[config.mk]
export PLATFORM = sky130hd
export DESIGN_NAME = l2_read_arbiter
export DESIGN_NICKNAME = d
export VERILOG_FILES = /design/src/rtl/l2_read_arbiter_pkg.sv /design/src/rtl/l2_read_arbiter_req_id_fifo.sv /design/src/rtl/l2_read_arbiter.sv
export SDC_FILE = /design/constraint.sdc
export NUM_CORES = 1
export LEC_CHECK = 0
export CAP_MARGIN = 20
export CORE_AREA = 2 2 139 141
export CTS_BUF_LIST = sky130_fd_sc_hd__clkbuf_8
export DETAILED_ROUTE_END_ITERATION = 6
export DIE_AREA = 0 0 141 143
export GPL_ROUTABILITY_DRIVEN = 1
export GPL_TIMING_DRIVEN = 1
export PLACE_DENSITY_LB_ADDON = 0.25
export SETUP_SLACK_MARGIN = 0.5
export SYNTH_ARGS = -nofsm -noshare
export SYNTH_HDL_FRONTEND = slang
export SYNTH_SLANG_ARGS = --single-unit
[constraint.sdc]
create_clock -name CLK -period 2.95 [get_ports CLK]
set_input_delay 0.885 -clock CLK [delete_from_list [all_inputs] [get_ports CLK]]
set_output_delay 0.885 -clock CLK [all_outputs]
set_load 0.02 [all_outputs]
[src/rtl/l2_read_arbiter_pkg.sv]
// Shared constants and helpers for the L2 read-port arbiter.
package l2_read_arbiter_pkg;

  // L2 addresses are 32-bit word addresses with the byte offset dropped
  localparam int unsigned L2_ADDR_WIDTH = 30;

  // Ceiling log2, never less than 1 so single-entry fields still get a bit
  function automatic int unsigned clog2(input int unsigned n);
    int unsigned r;
    r = 0;
    while ((32'd1 << r) < n) r++;
    if (r == 0) r = 1;
    return r;
  endfunction

  // Data beat width in bits for a given W
  function automatic int unsigned l2_bus_width(input int unsigned w);
    return 32'd1 << w;
  endfunction

  // Beats per cache block for a given B and W
  function automatic int unsigned l2_burst(input int unsigned b, input int unsigned w);
    return 32'd1 << (b - w);
  endfunction

  // Values for the default configuration (W=7, B=9)
  localparam int unsigned L2_BUS_WIDTH = l2_bus_width(7);
  localparam int unsigned L2_BURST     = l2_burst(9, 7);

endpackage

[src/rtl/l2_read_arbiter_req_id_fifo.sv]
// In-order queue of granted channel IDs awaiting their data bursts.
module l2_req_id_fifo
  import l2_read_arbiter_pkg::*;
#(
  parameter int unsigned DEPTH_LOG2 = 2,
  parameter int unsigned DATA_W     = 1
) (
  input  logic                  i_clk,
  input  logic                  i_rst,
  input  logic                  i_push,
  input  logic [DATA_W-1:0]     i_push_data,
  input  logic                  i_pop,
  output logic [DATA_W-1:0]     o_head_c,
  output logic [DEPTH_LOG2:0]   o_count,
  output logic                  o_full_c,
  output logic                  o_empty_c
);

  localparam int unsigned DEPTH = 32'd1 << DEPTH_LOG2;

  logic [DATA_W-1:0]     r_mem [DEPTH];
  logic [DEPTH_LOG2-1:0] r_wr_ptr;
  logic [DEPTH_LOG2-1:0] r_rd_ptr;
  logic [DEPTH_LOG2:0]   r_count;
  logic                  w_do_push;
  logic                  w_do_pop;

  assign o_full_c  = (r_count == (DEPTH_LOG2+1)'(DEPTH));
  assign o_empty_c = (r_count == '0);
  assign o_head_c  = r_mem[r_rd_ptr];
  assign o_count   = r_count;

  // Overflow and underflow requests are ignored rather than corrupting state
  assign w_do_push = i_push && !o_full_c;
  assign w_do_pop  = i_pop && !o_empty_c;

  // Pointer and occupancy tracking
  always_ff @(posedge i_clk) begin
    if (i_rst) begin
      r_wr_ptr <= '0;
      r_rd_ptr <= '0;
      r_count  <= '0;
    end else begin
      if (w_do_push) r_wr_ptr <= r_wr_ptr + DEPTH_LOG2'(1);
      if (w_do_pop)  r_rd_ptr <= r_rd_ptr + DEPTH_LOG2'(1);
      case ({w_do_push, w_do_pop})
        2'b10:   r_count <= r_count + (DEPTH_LOG2+1)'(1);
        2'b01:   r_count <= r_count - (DEPTH_LOG2+1)'(1);
        default: r_count <= r_count;
      endcase
    end
  end

  // Storage array; contents are don't-care until pushed, so no reset
  always_ff @(posedge i_clk) begin
    if (w_do_push) r_mem[r_wr_ptr] <= i_push_data;
  end

endmodule

[src/rtl/l2_read_arbiter.sv]
// Merges NUM_CH cache read channels onto a single L2 read port:
// round-robin address grant, in-order ID queue, combinational data steering.
module l2_read_arbiter
  import l2_read_arbiter_pkg::*;
#(
  parameter int unsigned NUM_CH     = 2,
  parameter int unsigned W          = 7,
  parameter int unsigned B          = 9,
  parameter int unsigned Q          = 2,
  parameter int unsigned ADDR_WIDTH = 32
) (
  input  logic                                CLK,
  input  logic                                RST,
  input  logic [NUM_CH*(ADDR_WIDTH-2)-1:0]    ADDR_IN,
  input  logic [NUM_CH-1:0]                   ADDR_IN_VALID,
  output logic [NUM_CH-1:0]                   ADDR_IN_READY,
  output logic [ADDR_WIDTH-3:0]               ADDR_TO_L2,
  output logic                                ADDR_TO_L2_VALID,
  input  logic                                ADDR_TO_L2_READY,
  input  logic [l2_bus_width(W)-1:0]          DATA_FROM_L2,
  input  logic                                DATA_FROM_L2_VALID,
  output logic                                DATA_FROM_L2_READY,
  output logic [l2_bus_width(W)-1:0]          DATA_OUT,
  output logic [NUM_CH-1:0]                   DATA_OUT_VALID,
  input  logic [NUM_CH-1:0]                   DATA_OUT_READY,
  output logic                                BUSY
);

  localparam int unsigned AW    = ADDR_WIDTH - 2;
  localparam int unsigned BURST = l2_burst(B, W);
  localparam int unsigned IDW   = clog2(NUM_CH);
  localparam int unsigned BW    = clog2(BURST);

  // Registered state
  logic [AW-1:0]  r_addr;
  logic           r_addr_valid;
  logic [IDW-1:0] r_rr_ptr;
  logic [BW-1:0]  r_beat;

  // Arbitration wires
  logic [AW-1:0]         w_ch_addr [NUM_CH];
  logic [2*NUM_CH-1:0]   w_req_rot;
  logic                  w_gnt_found;
  logic [IDW-1:0]        w_gnt_id;
  logic [IDW-1:0]        w_next_ptr;
  logic                  w_reg_free;
  logic                  w_can_grant;
  logic                  w_accept;

  // Queue and data-stage wires
  logic [IDW-1:0] w_q_head;
  logic [Q:0]     w_q_count;
  logic           w_q_full;
  logic           w_q_empty;
  logic           w_beat_hs;
  logic           w_beat_last;
  logic           w_pop;

  // Split the flat address bus into one entry per channel
  for (genvar gi = 0; gi < NUM_CH; gi++) begin : g_addr_split
    assign w_ch_addr[gi] = ADDR_IN[gi*AW +: AW];
  end

  // The address register can take a new entry if empty or draining this cycle
  assign w_reg_free  = !r_addr_valid || ADDR_TO_L2_READY;
  // Full is checked on registered occupancy, so a same-cycle pop does not help
  assign w_can_grant = w_reg_free && !w_q_full;

  // Rotate the request vector so bit 0 corresponds to rr_ptr
  assign w_req_rot = {ADDR_IN_VALID, ADDR_IN_VALID} >> r_rr_ptr;

  // First valid channel at or after rr_ptr, with wrap
  always_comb begin
    w_gnt_found = 1'b0;
    w_gnt_id    = '0;
    w_next_ptr  = '0;
    for (int i = 0; i < int'(NUM_CH); i++) begin
      if (!w_gnt_found && w_req_rot[i]) begin
        w_gnt_found = 1'b1;
        w_gnt_id    = IDW'((int'(r_rr_ptr) + i) % int'(NUM_CH));
        w_next_ptr  = IDW'((int'(r_rr_ptr) + i + 1) % int'(NUM_CH));
      end
    end
  end

  assign w_accept = w_gnt_found && w_can_grant && !RST;

  // One-hot accept toward the granted channel
  always_comb begin
    ADDR_IN_READY = '0;
    for (int i = 0; i < int'(NUM_CH); i++) begin
      ADDR_IN_READY[i] = w_accept && (w_gnt_id == IDW'(i));
    end
  end

  // Address output register and round-robin pointer
  always_ff @(posedge CLK) begin
    if (RST) begin
      r_addr       <= '0;
      r_addr_valid <= 1'b0;
      r_rr_ptr     <= '0;
    end else if (w_accept) begin
      r_addr       <= w_ch_addr[w_gnt_id];
      r_addr_valid <= 1'b1;
      r_rr_ptr     <= w_next_ptr;
    end else if (ADDR_TO_L2_READY) begin
      r_addr_valid <= 1'b0;
    end
  end

  assign ADDR_TO_L2       = r_addr;
  assign ADDR_TO_L2_VALID = r_addr_valid;

  // Outstanding-request ID queue, pushed on grant and popped on last beat
  l2_req_id_fifo #(
    .DEPTH_LOG2 (Q),
    .DATA_W     (IDW)
  ) u_id_fifo (
    .i_clk       (CLK),
    .i_rst       (RST),
    .i_push      (w_accept),
    .i_push_data (w_gnt_id),
    .i_pop       (w_pop),
    .o_head_c    (w_q_head),
    .o_count     (w_q_count),
    .o_full_c    (w_q_full),
    .o_empty_c   (w_q_empty)
  );

  // Steer the returning beat to the channel at the head of the queue
  always_comb begin
    DATA_OUT_VALID     = '0;
    DATA_FROM_L2_READY = 1'b0;
    for (int i = 0; i < int'(NUM_CH); i++) begin
      if (!w_q_empty && (w_q_head == IDW'(i))) begin
        DATA_OUT_VALID[i]  = DATA_FROM_L2_VALID;
        DATA_FROM_L2_READY = DATA_OUT_READY[i];
      end
    end
  end

  assign DATA_OUT    = DATA_FROM_L2;
  assign w_beat_hs   = DATA_FROM_L2_VALID && DATA_FROM_L2_READY;
  assign w_beat_last = (r_beat == BW'(BURST - 1));
  assign w_pop       = w_beat_hs && w_beat_last;

  // Beat counter within the current burst; wraps to 0 on the last beat
  always_ff @(posedge CLK) begin
    if (RST) begin
      r_beat <= '0;
    end else if (w_beat_hs) begin
      r_beat <= w_beat_last ? '0 : r_beat + BW'(1);
    end
  end

  assign BUSY = (w_q_count != '0) || r_addr_valid;

endmodule
Yosys cells after proc, flatten, opt, wreduce, memory -nomap -nowiden
Memory sizes are Yosys's and may differ from the RTL's. A register that Yosys moved wholly into a read port is not among the register bits.
Index checks and enable logic that the tools add are counted.

cells by class
  div/mod/pow operators = 0
  order comparisons = 1
  bitwise operators = 3
  muxes and demuxes = 21
  multipliers = 0
  shifts and indexed selects = 1
  equality and inequality tests = 4
  add/subtract/negate cells = 7
  reductions and logical operators = 23

operators by type and width
  kind                                               number
  2-to-1 mux 30 bit                                  3
  2-to-1 mux 1 bit                                   14
  logical AND 1 bit                                  12
  adder 2 x 1 -> 2 bit (second input constant)       3
  2-to-1 mux 2 bit                                   3
  case mux 3 bit (2 select lines)                    1
  logical NOT 1 bit                                  5
  == test 2 bit (second input constant)              2
  nonzero test 2 bit                                 2
  right shift 4 x 1 -> 2 bit                         1
  adder 3 x 1 -> 3 bit (second input constant)       1
  == test 3 bit (second input constant)              1
  logical NOT 3 bit                                  1
  nonzero test 3 bit                                 1
  subtractor 3 x 1 -> 3 bit (second input constant)  1
  adder 1 bit (second input constant)                2
  == test 2 x 1 -> 1 bit (second input constant)     1
  >= comparator 2 bit (second input constant)        1
  logical OR 1 bit                                   2
  NOT 1 bit                                          2
  NOT 1 -> 2 bit                                     1

storage, ports and cells
  memory bits (writable) = 4
  output and inout bits = 165
  memories kept = 1
  word-level logic and storage cells = 68
  register bits = 41
  bits in latches = 0
  bits in read-only memories = 0
  input port bits = 196

memory list
  memory           words  width  read ports  clocked after Yosys merged registers in  wr ports  line                               RTL
  u_id_fifo.r_mem  4      1      1           1                                        1         l2_read_arbiter_req_id_fifo.sv:21  logic [DATA_W-1:0] r_mem [DEPTH];

Logic depth before layout (Yosys ltp)
Gate-level depths: netlist of the first run.

  word-level depth = 10
  depth in mapped cells = 9
  mapped depth without buffers = 9

Modules after synthesis
From an unflattened synthesis of the first run, not the netlist that was laid out.

second synthesis, totals
  cell total of the unflattened synthesis = 404
  area, all modules = 3,602.2 µm²

modules (own cells, without submodules)
  module           instances  seq. area each (µm²)  area an instance (µm²)  cells an instance
  l2_read_arbiter  1          680.7                 2,984.1                 345
  l2_req_id_fifo   1          300.3                 618.1                   59

Worst setup path after synthesis of the first run
No wires, ideal clock.

  path type = in2out
  start = input ADDR_IN_VALID[0]
  end = output ADDR_IN_READY[0]
  arrival time = 1.897 ns
  path buffers = 1
  stages = 5
  data required time = 2.065 ns
  setup slack = 0.168 ns
  cells stage by stage = inv_1 -> o21ai_1 -> buf_2 -> inv_1 -> nor2_1

on the way
  elaborated cells between the ends (all ways) = 11
  those cells by class = shift: 1; mux: 4; bitwise: 1; reduce/logical: 5

RTL lines
  what                            line                               RTL
  start: declaration              l2_read_arbiter.sv:15              input logic [NUM_CH-1:0] ADDR_IN_VALID,
  right shift 4 x 1 -> 2 bit (*)  l2_read_arbiter.sv:70              assign w_req_rot = {ADDR_IN_VALID, ADDR_IN_VALID} >> r_rr_ptr;
  2-to-1 mux 1 bit                l2_read_arbiter.sv:78              if (!w_gnt_found && w_req_rot[i]) begin
  logical NOT 1 bit               l2_read_arbiter.sv:78
  logical AND 1 bit               l2_read_arbiter.sv:78
  2-to-1 mux 1 bit (*)            l2_read_arbiter.sv:78
  net u_id_fifo.i_push_data       l2_read_arbiter_req_id_fifo.sv:11  input logic [DATA_W-1:0] i_push_data,
  NOT 1 bit (*)                   l2_read_arbiter.sv:92              ADDR_IN_READY[i] = w_accept && (w_gnt_id == IDW'(i));
  logical AND 1 bit (*)           l2_read_arbiter.sv:92
  end: declaration                l2_read_arbiter.sv:16              output logic [NUM_CH-1:0] ADDR_IN_READY,

Mark *: on every way through the listed nets, which the timed path passes. The rest lies on a longest branch.

Worst setup path after layout of the first run
  start = input RST
  end = output ADDR_IN_READY[1]

on the way
  cells in the longest elaborated chain, start to end = 3

ends and longest elaborated chain
  what                line                   RTL
  start: declaration  l2_read_arbiter.sv:13  input logic RST,
  logical NOT 1 bit   l2_read_arbiter.sv:86  assign w_accept = w_gnt_found && w_can_grant && !RST;
  logical AND 1 bit   l2_read_arbiter.sv:86
  logical AND 1 bit   l2_read_arbiter.sv:92

Every way passes these cells.

==> impl_metrics.tcl, run 1 <==
set metrics [dict create \
    maxCapViolations 0 \
    vias_per_cell 3.599 \
    finalSetupViolations 0 \
    clock_latency_ps 310 \
    cts.clk_slew.worst_paths_ps 90 \
    hold_viol_final 0 \
    cts_tree "built" \
    hold_path_end "u_id_fifo.r_rd_ptr[1]" \
    status "finished clean" \
    p_int_mw 1.098 \
    clock_skew_ps 10.34 \
    cp-end-kind "output pin" \
    rr_startpoint "u_id_fifo.r_mem[3]" \
    peakVddDrop_uv 141.3 \
    dr.pass1.iters 3 \
    synth_mux_area_share_pct 12.54 \
    async_flop_share_pct 0 \
    regArea_sq_um 980.9 \
    dp_cells 560 \
    die_h_um 143 \
    vias 2066 \
    synth_simple_gate_area_share_pct 8.294 \
    wl_per_cell_um 12.77 \
    synth_fa_ha_area_share_pct 2.987 \
    worst_r2r_path_depth 10 \
    swShare_pct 30.05 \
    synth-compound-area-share_pct 9.984 \
    postRouteAntennaNets 0 \
    synth_ff_type "dfxtp_1" \
    grt_pass1_wl_um 11440 \
    cts_hold_buf 0 \
    cts_max_path_buffers 2 \
    drive_gt1_share_pct 15.29 \
    required_ps 2070 \
    core-area_sq_um 18580 \
    dp_hpwl_um 5386 \
    clk_root_buffer_cell "clkbuf_8" \
    yosys_warnings 0 \
    yosys.area.top_type "buf_4" \
    final_max_slew_viol_count 0 \
    diodes 0 \
    hold_depth 2 \
    arrival_ps 1710 \
    grt_max_degree 68 \
    portBuffers 104 \
    antenna_found_initial 0 \
    tightestPinTransition_ps 666.0 \
    synth_xor_xnor_area_share_pct 0.8255 \
    h-tree-depth 2 \
    synth_top_family_by_area "buffers and inverters" \
    reg2reg_to "u_id_fifo.o_count[2]" \
    synth-edff-count 4 \
    cts_made_buffers 5 \
    nNetsFinal 542 \
    final_min_period_over_clock_period_pct 88.03 \
    grt_overflow_total 0 \
    syn_to_final_growth_pct 18.16 \
    fin_crit_ps 2597 \
    rsz0062_at_grt "yes" \
    ys_ff_latch 47 \
    synth.area.top_cells "buf_4, dfxtp_1, mux2i_1" \
    synth_top_area_share_pct 30.90 \
    p_switching_uw 471.9 \
    setup_ws_ps 353.1 \
    worstSetupStartpointType "input port" \
    place_congestion 0.6484 \
    start_util_pct 17.13 \
    syn-cell-area_sq_um 3183 \
    ys_seq_area_share_pct 30.82 \
    grtUsageTotal_pct 7.354 \
    clock-sinks 47 \
    grt_pass1_vias 2144 \
    pwr-share-seq_pct 45.7 \
    io_pins 361 \
    drt_iter0_drc 27 \
    clkPwrFrac_pct 25.2 \
    drc 0 \
    powerDensity_nw_per_um2 417.5 \
    dieWidth_um 141 \
    synthesis.nets 553 \
    r2r_slack_ps 450 \
    fin_cells 574 \
    critPathKind "input port to output pin" \
    slew_headroom_pct 55.60 \
    p_leak_nw 1.475 \
    syn_area_per_cell_sq_um 9.094 \
    hp-class "flip-flop to flip-flop" \
    num_rows 50 \
    p_comb_share_pct 29.0 \
    dieArea_sq_um 20160 \
    cp_max_fo 3 \
    synth_cell_type_count 33 \
    dp_worst_setup_slack_ps -701.8 \
    max_freq_mhz 385.1 \
    drt_wl_total_um 7331 \
    multi_input_area_sq_um 1177 \
    synth_cells 350 \
    fill_cells 2019 \
    hp-start "u_id_fifo.r_rd_ptr[1]" \
]
## cell usage in the layout, fill, tap and decap left out, drive strengths merged
cell type / count
o31ai: 1
o311ai: 2
nor3: 2
o21ai: 2
clkinv: 1
inv: 11
mux2i: 35
clkinvlp: 1
edfxtp: 4
clkdlybuf4s50: 91
xor2: 2
mux4: 1
a2111oi: 1
nand3b: 1
dlygate4sd2: 4
clkbuf: 5
nor2: 48
a21o: 1
nor2b: 2
a21oi: 3
and2: 4
nand2b: 2
or3: 1
fa: 1
a211oi: 31
buf: 30
ha: 6
mux2: 2
or4: 1
dfxtp: 43
xnor2: 1
## final cells by class
| type | count | area share, % |
|---|---|---|
| flip-flops and latches | 47 | 26.08 |
| well taps | 234 | 7.784 |
| multi-input cells | 150 | 31.30 |
| clock inverters | 3 | 0.4325 |
| inverters | 10 | 0.9980 |
| repair buffers | 125 | 31.57 |
| clock buffers | 5 | 1.830 |
## critical path, cell delays in order
cell and delay [ps]:
buf_8 100, a2111oi_4 350, inv_2 130, nor2_4 110
buf_6 130
## repair_timing
item                       4_1_cts  5_1_grt
setup buffers                    5        1
gates resized for setup         57        4
setup endpoints to repair       46        8
pin swaps                        7        1
## cells in the mapped netlist (3+ instances only)
| cell type | instances |
|---|---|
| a211oi_1 | 31 |
| a21oi_1 | 3 |
| and2_1 | 4 |
| buf_2 | 3 |
| buf_4 | 131 |
| buf_6 | 4 |
| clkbuf_1 | 3 |
| dfxtp_1 | 43 |
| edfxtp_1 | 4 |
| ha_1 | 6 |
| inv_1 | 10 |
| mux2i_1 | 34 |
| nor2_1 | 47 |
## through the flow
stage / instance area [sq um] / power [mW] / hold WS (ps) / utilization (%) / setup TNS (ps)
after floorplan: 3222 / 1.212 / 452.9 / - / 0
after global placement: 3588 / 1.179 / 478.9 / 19.31 / -2305
after detailed placement: 3588 / 1.181 / 479.4 / 19.31 / -2519
after CTS: 3742 / 1.615 / 495.2 / 20.14 / 0
after global routing: 3761 / 1.684 / 510.6 / 20.24 / 0
final: 3761 / 1.570 / 487.5 / 20.24 / 0
## power groups by stage
stage	clock network [mW]	logic (mW)	registers, mW
final	0.396	0.456	0.718
after global routing	0.458	0.500	0.725
after CTS	0.437	0.459	0.719
after detailed placement	0	0.448	0.733
after global placement	0	0.447	0.732
after floorplan	0	0.436	0.776
## sequential cells by signal, summed over array words and instances (netlist names), named ones only
signal,flops
u_id_fifo.r_rd_ptr,2
u_id_fifo.o_count,3
u_id_fifo.r_mem,4
ADDR_TO_L2,30
u_id_fifo.r_wr_ptr,2
r_rr_ptr,1
r_beat,2
ADDR_TO_L2_VALID,1
## worst max-delay path by stage
stage,to,cells past startpoint,startpoint,slack (ps)
2_1_floorplan,ADDR_IN_READY[1],4,RST,260
3_3_place_gp,ADDR_IN_READY[1],6,ADDR_IN_VALID[1],-670
3_5_place_dp,ADDR_IN_READY[1],6,ADDR_IN_VALID[1],-700
4_1_cts,ADDR_IN_READY[1],5,RST,350
5_1_grt,DATA_FROM_L2_READY,4,u_id_fifo.r_mem[3],270
6_report,ADDR_IN_READY[1],5,RST,350
## per-layer routing
metal  track usage (%)  up-vias  routed length (um)
li1                  -     1017                   -
met1             7.942      908                2938
met3             3.991       31                 739
met5                 0        -                   0
met2             11.68      110                3426
met4             3.789        0                 226
## cell families (layout without fill, tap and decap cells)
family | after synthesis | after routing
buffers and inverters | 153 | 143
and+or+nand+nor | 61 | 61
DFF | 47 | 47
AOI/OAI and AO/OA | 41 | 41
muxes | 38 | 38
adders and majority gates | 7 | 7
xor gates and xnor gates | 3 | 3
(Power assumes the default switching activity.)
==> run 2: changes to the inputs <==
--- a/config.mk
+++ b/config.mk
@@ -14,6 +14,7 @@
 export GPL_TIMING_DRIVEN = 1
 export PLACE_DENSITY_LB_ADDON = 0.25
 export SETUP_SLACK_MARGIN = 0.5
+export SLEW_MARGIN = 20
 export SYNTH_ARGS = -nofsm -noshare
 export SYNTH_HDL_FRONTEND = slang
 export SYNTH_SLANG_ARGS = --single-unit
==> results of run 2 <==
No change in the layout: final DEF, timing and power equal those of run 1.
